===== config.mk =====
export PLATFORM = sky130hd
export DESIGN_NAME = vector_alu_sequencer
export DESIGN_NICKNAME = d
export VERILOG_FILES = /design/src/rtl/vector_alu_sequencer_pkg.sv /design/src/rtl/vector_alu_sequencer_wb_stage.sv /design/src/rtl/vector_alu_sequencer.sv
export SDC_FILE = /design/constraint.sdc
export NUM_CORES = 1
export LEC_CHECK = 0
export CAP_MARGIN = 15
export CORE_AREA = 2 2 101 103
export DETAILED_ROUTE_END_ITERATION = 6
export DIE_AREA = 0 0 103 105
export MAX_ROUTING_LAYER = met4
export PLACE_DENSITY = 0.85
export SYNTH_ARGS = -nofsm -noshare
export SYNTH_HDL_FRONTEND = slang
export SYNTH_SLANG_ARGS = --single-unit

===== constraint.sdc =====
create_clock -name clk -period 2.2 [get_ports clk]
set_clock_uncertainty 0.05 [all_clocks]
set_input_delay 0.22 -clock clk [delete_from_list [all_inputs] [get_ports clk]]
set_output_delay 0.22 -clock clk [all_outputs]
set_load 0.02 [all_outputs]

===== src/rtl/vector_alu_sequencer_pkg.sv =====
// Shared definitions for the vector ALU sequencer: FSM states, lane count and the
// ALU op / operand-type encodings shared with the per-lane VECTOR_ALU.
package vector_alu_sequencer_pkg;

  typedef enum logic [1:0] {
    ST_IDLE  = 2'd0,
    ST_ISSUE = 2'd1,
    ST_FLUSH = 2'd2
  } seq_state_t;

  localparam int unsigned SEQ_LANE_INDEX_SIZE = 1;
  localparam int unsigned SEQ_LANES           = 1 << SEQ_LANE_INDEX_SIZE;

  typedef enum logic [2:0] {
    ALU_ADD = 3'd0,
    ALU_SUB = 3'd1,
    ALU_AND = 3'd2,
    ALU_OR  = 3'd3,
    ALU_XOR = 3'd4,
    ALU_SLL = 3'd5,
    ALU_SRL = 3'd6,
    ALU_MUL = 3'd7
  } alu_op_t;

  typedef enum logic [1:0] {
    OPND_VV   = 2'd0,
    OPND_VX   = 2'd1,
    OPND_VI   = 2'd2,
    OPND_RSVD = 2'd3
  } vec_operand_t;

  function automatic int unsigned lanes_of(input int unsigned lane_index_size);
    return 1 << lane_index_size;
  endfunction

endpackage


===== src/rtl/vector_alu_sequencer_wb_stage.sv =====
// vseq_wb_stage: one-beat registered write-back stage (wb_en/wb_base/wb_data) that
// freezes its contents while hold is high and suppresses wb_en meanwhile.
module vseq_wb_stage
  import vector_alu_sequencer_pkg::*;
#(
  parameter int LANES = SEQ_LANES,
  parameter int LEN   = 32,
  parameter int IDX_W = 3
) (
  input  logic                   clk,
  input  logic                   rst_n,
  input  logic                   hold,
  input  logic [LANES-1:0]       lane_en,
  input  logic [IDX_W-1:0]       elem_base,
  input  logic [LANES*LEN-1:0]   lane_result,
  output logic [LANES-1:0]       wb_en,
  output logic [IDX_W-1:0]       wb_base,
  output logic [LANES*LEN-1:0]   wb_data
);

  logic [LANES-1:0] wb_en_reg;
  logic [IDX_W-1:0] wb_base_reg;

  always_ff @(posedge clk) begin
    if (!rst_n) begin
      wb_en_reg   <= '0;
      wb_base_reg <= '0;
    end else if (!hold) begin
      wb_en_reg   <= lane_en;
      wb_base_reg <= elem_base;
    end
  end

  for (genvar gi = 0; gi < LANES; gi++) begin : g_data
    logic [LEN-1:0] data_reg;

    always_ff @(posedge clk) begin
      if (!rst_n) begin
        data_reg <= '0;
      end else if (!hold) begin
        data_reg <= lane_result[gi*LEN +: LEN];
      end
    end

    assign wb_data[gi*LEN +: LEN] = data_reg;
  end

  // The held beat stays registered but must not write until the hold lifts.
  assign wb_en   = wb_en_reg & {LANES{~hold}};
  assign wb_base = wb_base_reg;

endmodule


===== src/rtl/vector_alu_sequencer.sv =====
// Walks the element groups of one vector instruction across the lanes and drives the
// VRF write-back. Optional VECTOR_SEQ_STALL_EN adds a stall input that freezes the beat.
module vector_alu_sequencer
  import vector_alu_sequencer_pkg::*;
#(
  parameter int LEN              = 32,
  parameter int VECTOR_SIZE      = 8,
  parameter int ENTRY_INDEX_SIZE = 3,
  parameter int LANE_INDEX_SIZE  = SEQ_LANE_INDEX_SIZE
) (
  input  logic                                         clk,
  input  logic                                         rst_n,
`ifdef VECTOR_SEQ_STALL_EN
  input  logic                                         stall,
`endif
  input  logic                                         start,
  output logic                                         ready,
  input  logic [ENTRY_INDEX_SIZE:0]                    vl,
  input  logic                                         vm,
  input  logic [VECTOR_SIZE-1:0]                       mask_bits,
  input  logic [2:0]                                   alu_signal_in,
  input  logic [1:0]                                   vec_operand_type_in,
  input  logic [5:0]                                   opcode_in,
  output logic [2:0]                                   alu_signal,
  output logic [1:0]                                   vec_operand_type,
  output logic [5:0]                                   opcode,
  output logic [(1<<LANE_INDEX_SIZE)-1:0]              lane_en,
  output logic [ENTRY_INDEX_SIZE-1:0]                  elem_base,
  input  logic [(1<<LANE_INDEX_SIZE)*LEN-1:0]          lane_result,
  output logic [(1<<LANE_INDEX_SIZE)-1:0]              wb_en,
  output logic [ENTRY_INDEX_SIZE-1:0]                  wb_base,
  output logic [(1<<LANE_INDEX_SIZE)*LEN-1:0]          wb_data,
  output logic                                         done
);

  localparam int LANES = lanes_of(LANE_INDEX_SIZE);
  localparam int IW    = ENTRY_INDEX_SIZE + 1;

  seq_state_t             state_reg;
  logic [IW-1:0]          vl_eff_reg;
  logic [IW-1:0]          group_reg;
  logic                   vm_reg;
  logic [VECTOR_SIZE-1:0] mask_reg;
  logic [LANES-1:0]       lane_en_reg;
  logic                   done_reg;
  logic                   ready_reg;
  logic [2:0]             alu_signal_reg;
  logic [1:0]             vec_operand_type_reg;
  logic [5:0]             opcode_reg;

  logic                   stall_active;
  logic [IW-1:0]          vl_clamped;
  logic [IW-1:0]          base_cur;
  logic [IW-1:0]          base_next;
  logic                   last_group;
  logic [LANES-1:0]       first_en;
  logic [LANES-1:0]       next_en;

`ifdef VECTOR_SEQ_STALL_EN
  assign stall_active = stall & (state_reg != ST_IDLE);
`else
  assign stall_active = 1'b0;
`endif

  assign vl_clamped = (vl > IW'(VECTOR_SIZE)) ? IW'(VECTOR_SIZE) : vl;
  assign base_cur   = group_reg << LANE_INDEX_SIZE;
  assign base_next  = (group_reg + IW'(1)) << LANE_INDEX_SIZE;
  // IW-bit sum cannot wrap: base < VECTOR_SIZE and LANES <= VECTOR_SIZE.
  assign last_group = (base_cur + IW'(LANES)) >= vl_eff_reg;

  for (genvar gi = 0; gi < LANES; gi++) begin : g_lane
    logic [IW-1:0] first_idx;
    logic [IW-1:0] next_idx;

    assign first_idx    = IW'(gi);
    assign next_idx     = base_next + IW'(gi);
    assign first_en[gi] = (first_idx < vl_clamped) &
                          (vm | mask_bits[first_idx[ENTRY_INDEX_SIZE-1:0]]);
    assign next_en[gi]  = (next_idx < vl_eff_reg) &
                          (vm_reg | mask_reg[next_idx[ENTRY_INDEX_SIZE-1:0]]);
  end

  always_ff @(posedge clk) begin
    if (!rst_n) begin
      state_reg            <= ST_IDLE;
      vl_eff_reg           <= '0;
      group_reg            <= '0;
      vm_reg               <= 1'b0;
      mask_reg             <= '0;
      lane_en_reg          <= '0;
      done_reg             <= 1'b0;
      ready_reg            <= 1'b1;
      alu_signal_reg       <= '0;
      vec_operand_type_reg <= '0;
      opcode_reg           <= '0;
    end else if (!stall_active) begin
      case (state_reg)
        ST_IDLE: begin
          if (start && ready_reg) begin
            vl_eff_reg           <= vl_clamped;
            vm_reg               <= vm;
            mask_reg             <= mask_bits;
            alu_signal_reg       <= alu_signal_in;
            vec_operand_type_reg <= vec_operand_type_in;
            opcode_reg           <= opcode_in;
            group_reg            <= '0;
            ready_reg            <= 1'b0;
            if (vl_clamped != '0) begin
              state_reg   <= ST_ISSUE;
              lane_en_reg <= first_en;
            end else begin
              state_reg <= ST_FLUSH;
              done_reg  <= 1'b1;
            end
          end
        end
        ST_ISSUE: begin
          if (last_group) begin
            state_reg   <= ST_FLUSH;
            lane_en_reg <= '0;
            done_reg    <= 1'b1;
          end else begin
            group_reg   <= group_reg + IW'(1);
            lane_en_reg <= next_en;
          end
        end
        ST_FLUSH: begin
          state_reg <= ST_IDLE;
          done_reg  <= 1'b0;
          ready_reg <= 1'b1;
        end
        default: begin
          state_reg   <= ST_IDLE;
          lane_en_reg <= '0;
          done_reg    <= 1'b0;
          ready_reg   <= 1'b1;
        end
      endcase
    end
  end

  vseq_wb_stage #(
    .LANES (LANES),
    .LEN   (LEN),
    .IDX_W (ENTRY_INDEX_SIZE)
  ) u_wb_stage (
    .clk         (clk),
    .rst_n       (rst_n),
    .hold        (stall_active),
    .lane_en     (lane_en_reg),
    .elem_base   (base_cur[ENTRY_INDEX_SIZE-1:0]),
    .lane_result (lane_result),
    .wb_en       (wb_en),
    .wb_base     (wb_base),
    .wb_data     (wb_data)
  );

  assign ready            = ready_reg;
  assign done             = done_reg & ~stall_active;
  assign lane_en          = lane_en_reg & {LANES{~stall_active}};
  assign elem_base        = base_cur[ENTRY_INDEX_SIZE-1:0];
  assign alu_signal       = alu_signal_reg;
  assign vec_operand_type = vec_operand_type_reg;
  assign opcode           = opcode_reg;

endmodule


==> metrics.cfg <==
[timing]
fin_crit_sh_pct=97.2
fmax_mhz=468
slew_viol_final=0
finalHoldViolations=0
relSlewSlack_pct=38.2
report.final.setup_viol=0
layout_setup_ws_ns=0.0614
fin_crit_ns=2.14
tightest_slew_ns=0.927

[placement]
port_buffers=175
place_area_um2=5150
place_ws_ns=-0.000685
gp_congestion=0.779
placed_cells=612
post-dp-hpwl_um=6350

[power_and_ir_drop]
power.density_nw_per_um2=733
vdd_drop_max_v=0.000335
finalPower_w=0.00396
leakage_nw=2.08

[run_status]
status=complete, no violations

[clock_tree]
cts.htree.levels=3
cts_buffers=9
cts_tree=done
insertion_delay_ns=0.37
root_buffer=clkbuf_8
clkSinkCount=101
cts_buffer_depth=2
hold_buffers=0
clk_pin_slew_ns=0.10

[min_path]
hold_depth=2
hold_class=in2reg

[worst_setup_path]
cp_top_family=simple AND/OR/NAND/NOR gates
cp-start-kind=register
cp_cell_sequence=ha_1 -> nor2b_1 -> or2_2 -> ha_4 -> a211oi_2 -> and2_4 -> buf_4 -> o211ai_1 -> a21oi_1
cp_max_fo=4
crit_cells=9
cp.required_ns=2.43
cp_data_arrival_time_ns=2.37
slowest_stage=dfxtp_1
endpoint_kind=register
criticalPathCategory=reg2reg
rr_worst_depth=9
path_buf_inv=1
slowest_delay_ns=0.33

[drt]
wire_per_inst_um=13.4
num_vias=2789
first_pass_iters=4
wirelength_um=8450
drc_errors=0
vias_per_cell=4.43
drtIter0Drc=55
detail-route-antenna-nets=0

[floorplanning]
num_rows=36
io_pins=178
core_um2=9640
initial_utilization_pct=34.4
die_area_um2=10800
die_h_um=105
die_w_um=103

[cells_and_area]
largest_reg_flops=64
diodes=0
nets=587
area_growth_pct=62.9
final_cell_area_um2=5400
drive_gt1_share_pct=8.27
fillCellCount=845
stdcell_count=629

[global_routing]
grt_pass1_vias=2854
grt-ovfl-total=0
antenna_found_initial=0
grt_max_degree=48
grt_usage_pct=16.1
grt_pass1_wl_um=13200

[synthesis]
postSynthCellCount=317
syn-cell-area_um2=3320
synth_ff_type=dfxtp_1
synthArstFlopShare_pct=0
ys_warn_count=0
synth_edf_count=0
seq_area_frac_synth_pct=61.0
ys_ff_latch=101
synth.avg_cell_area_um2=10.5
synth_cell_types=35

[run]
cap_violations=0

[cells in the mapped netlist (2+ instances only)]
cell | count | share of area (%)
a21oi_1 | 29 | 4.4
and2_1 | 67 | 13
buf_2 | 3 | 0.45
buf_4 | 4 | 0.91
buf_8 | 2 | 0.91
clkbuf_1 | 9 | 1.0
dfxtp_1 | 101 | 61
ha_1 | 5 | 1.9
inv_1 | 5 | 0.57
mux2i_1 | 2 | 0.60
mux4_2 | 2 | 1.4
nand2_1 | 45 | 5.1
nand2_2 | 4 | 0.75
nand2b_1 | 3 | 0.57
nand3_1 | 2 | 0.30
nand3b_1 | 3 | 0.68
nor2_1 | 4 | 0.45
nor2b_1 | 4 | 0.75
o211ai_1 | 4 | 0.91
o21ba_2 | 2 | 0.60
o32ai_1 | 2 | 0.53
or2_2 | 2 | 0.38
[final cells by class]
type                    instances  area (um2)  share of cell area (%)
clock buffers                   9         124                    2.29
clock inverters                 7        92.6                    1.71
inverters                       5        18.8                   0.347
multi-input cells             193        1190                    22.0
flip-flops and latches        101        2020                    37.4
well taps                     133         166                    3.08
repair buffers                181        1790                    33.2
[worst register-to-register path, cell delays in order, from the launching register on]
cell      delay [ns]
dfxtp_1         0.33
ha_1            0.20
nor2b_1         0.15
or2_2           0.30
ha_4            0.22
a211oi_2        0.25
and2_4          0.20
buf_4           0.11
o211ai_1        0.08
a21oi_1         0.18
[final timing paths]
| kind | slack (ns) | from | endpoint |
|---|---|---|---|
| worst max register to register | 0.06 | group_reg[0] | group_reg[2] |
| worst min register to register | 0.41 | vl_eff_reg[0] | vl_eff_reg[0] |
| worst min-delay path | 0.24 | rst_n | u_wb_stage.g_data[1].data_reg[1] |
| worst max-delay path | 0.06 | group_reg[0] | group_reg[2] |
[layout by cell type (no fill, tap or decap), types with 2 or more instances in the layout]
cell type	count
nor2_1	4
a21oi_1	28
nand2_1	44
or2_2	2
nand3b_1	3
nand3_1	2
clkbuf_8	9
clkinv_4	2
clkdlybuf4s50_1	174
nand2_2	5
mux4_2	2
mux2i_1	2
buf_4	6
dfxtp_1	101
nand2b_1	3
o211ai_1	4
o21ba_2	2
nor2b_1	4
ha_1	4
inv_1	5
and2_1	67
conb_1	2
inv_6	2
[kinds of logic (layout without fill, tap and decap cells)]
family                   count (synthesis)  in the layout  share of synthesized area (%)
AO/OA/AOI/OAI                           43             43                           8.00
buffers and inverters                   24            202                           4.19
multiplexers                             4              4                           1.96
adder cells (fa/ha/maj)                  5              5                           1.89
AND/OR/NAND/NOR                        139            139                           22.9
other                                    1              2                          0.113
flip-flops                             101            101                           61.0
[report_power, final]
group	total, W	switching, W	internal, W
Combinational	0.000731	0.000333	0.000398
Clock	0.00124	0.000684	0.000555
Sequential	0.00199	0.0000500	0.00194
Total	0.00396	0.00107	0.00289
[metrics by stage]
step	util (%)	hold slack (ns)	TNS, ns
2_1_floorplan	-	0.297	0
3_3_place_gp	53.4	0.392	0
3_5_place_dp	53.4	0.399	-0.000685
4_1_cts	55.8	0.239	0
5_1_grt	56.0	0.254	-0.0606
6_report	56.0	0.241	0
[metal layers]
layer	track usage, %	vias to the layer above	wire [um]
met5	-	-	0
met4	7.14	0	217
met3	4.35	19	663
met2	26.5	130	4140
met1	18.0	1277	3420
li1	-	1363	-
[repair_timing]
action                     in CTS  in global routing
pin swaps                       0                  5
setup buffers                   0                  1
gates resized for setup         2                  3
setup endpoints to repair       1                  2
No activity file was read; power rests on OpenSTA's default activity.
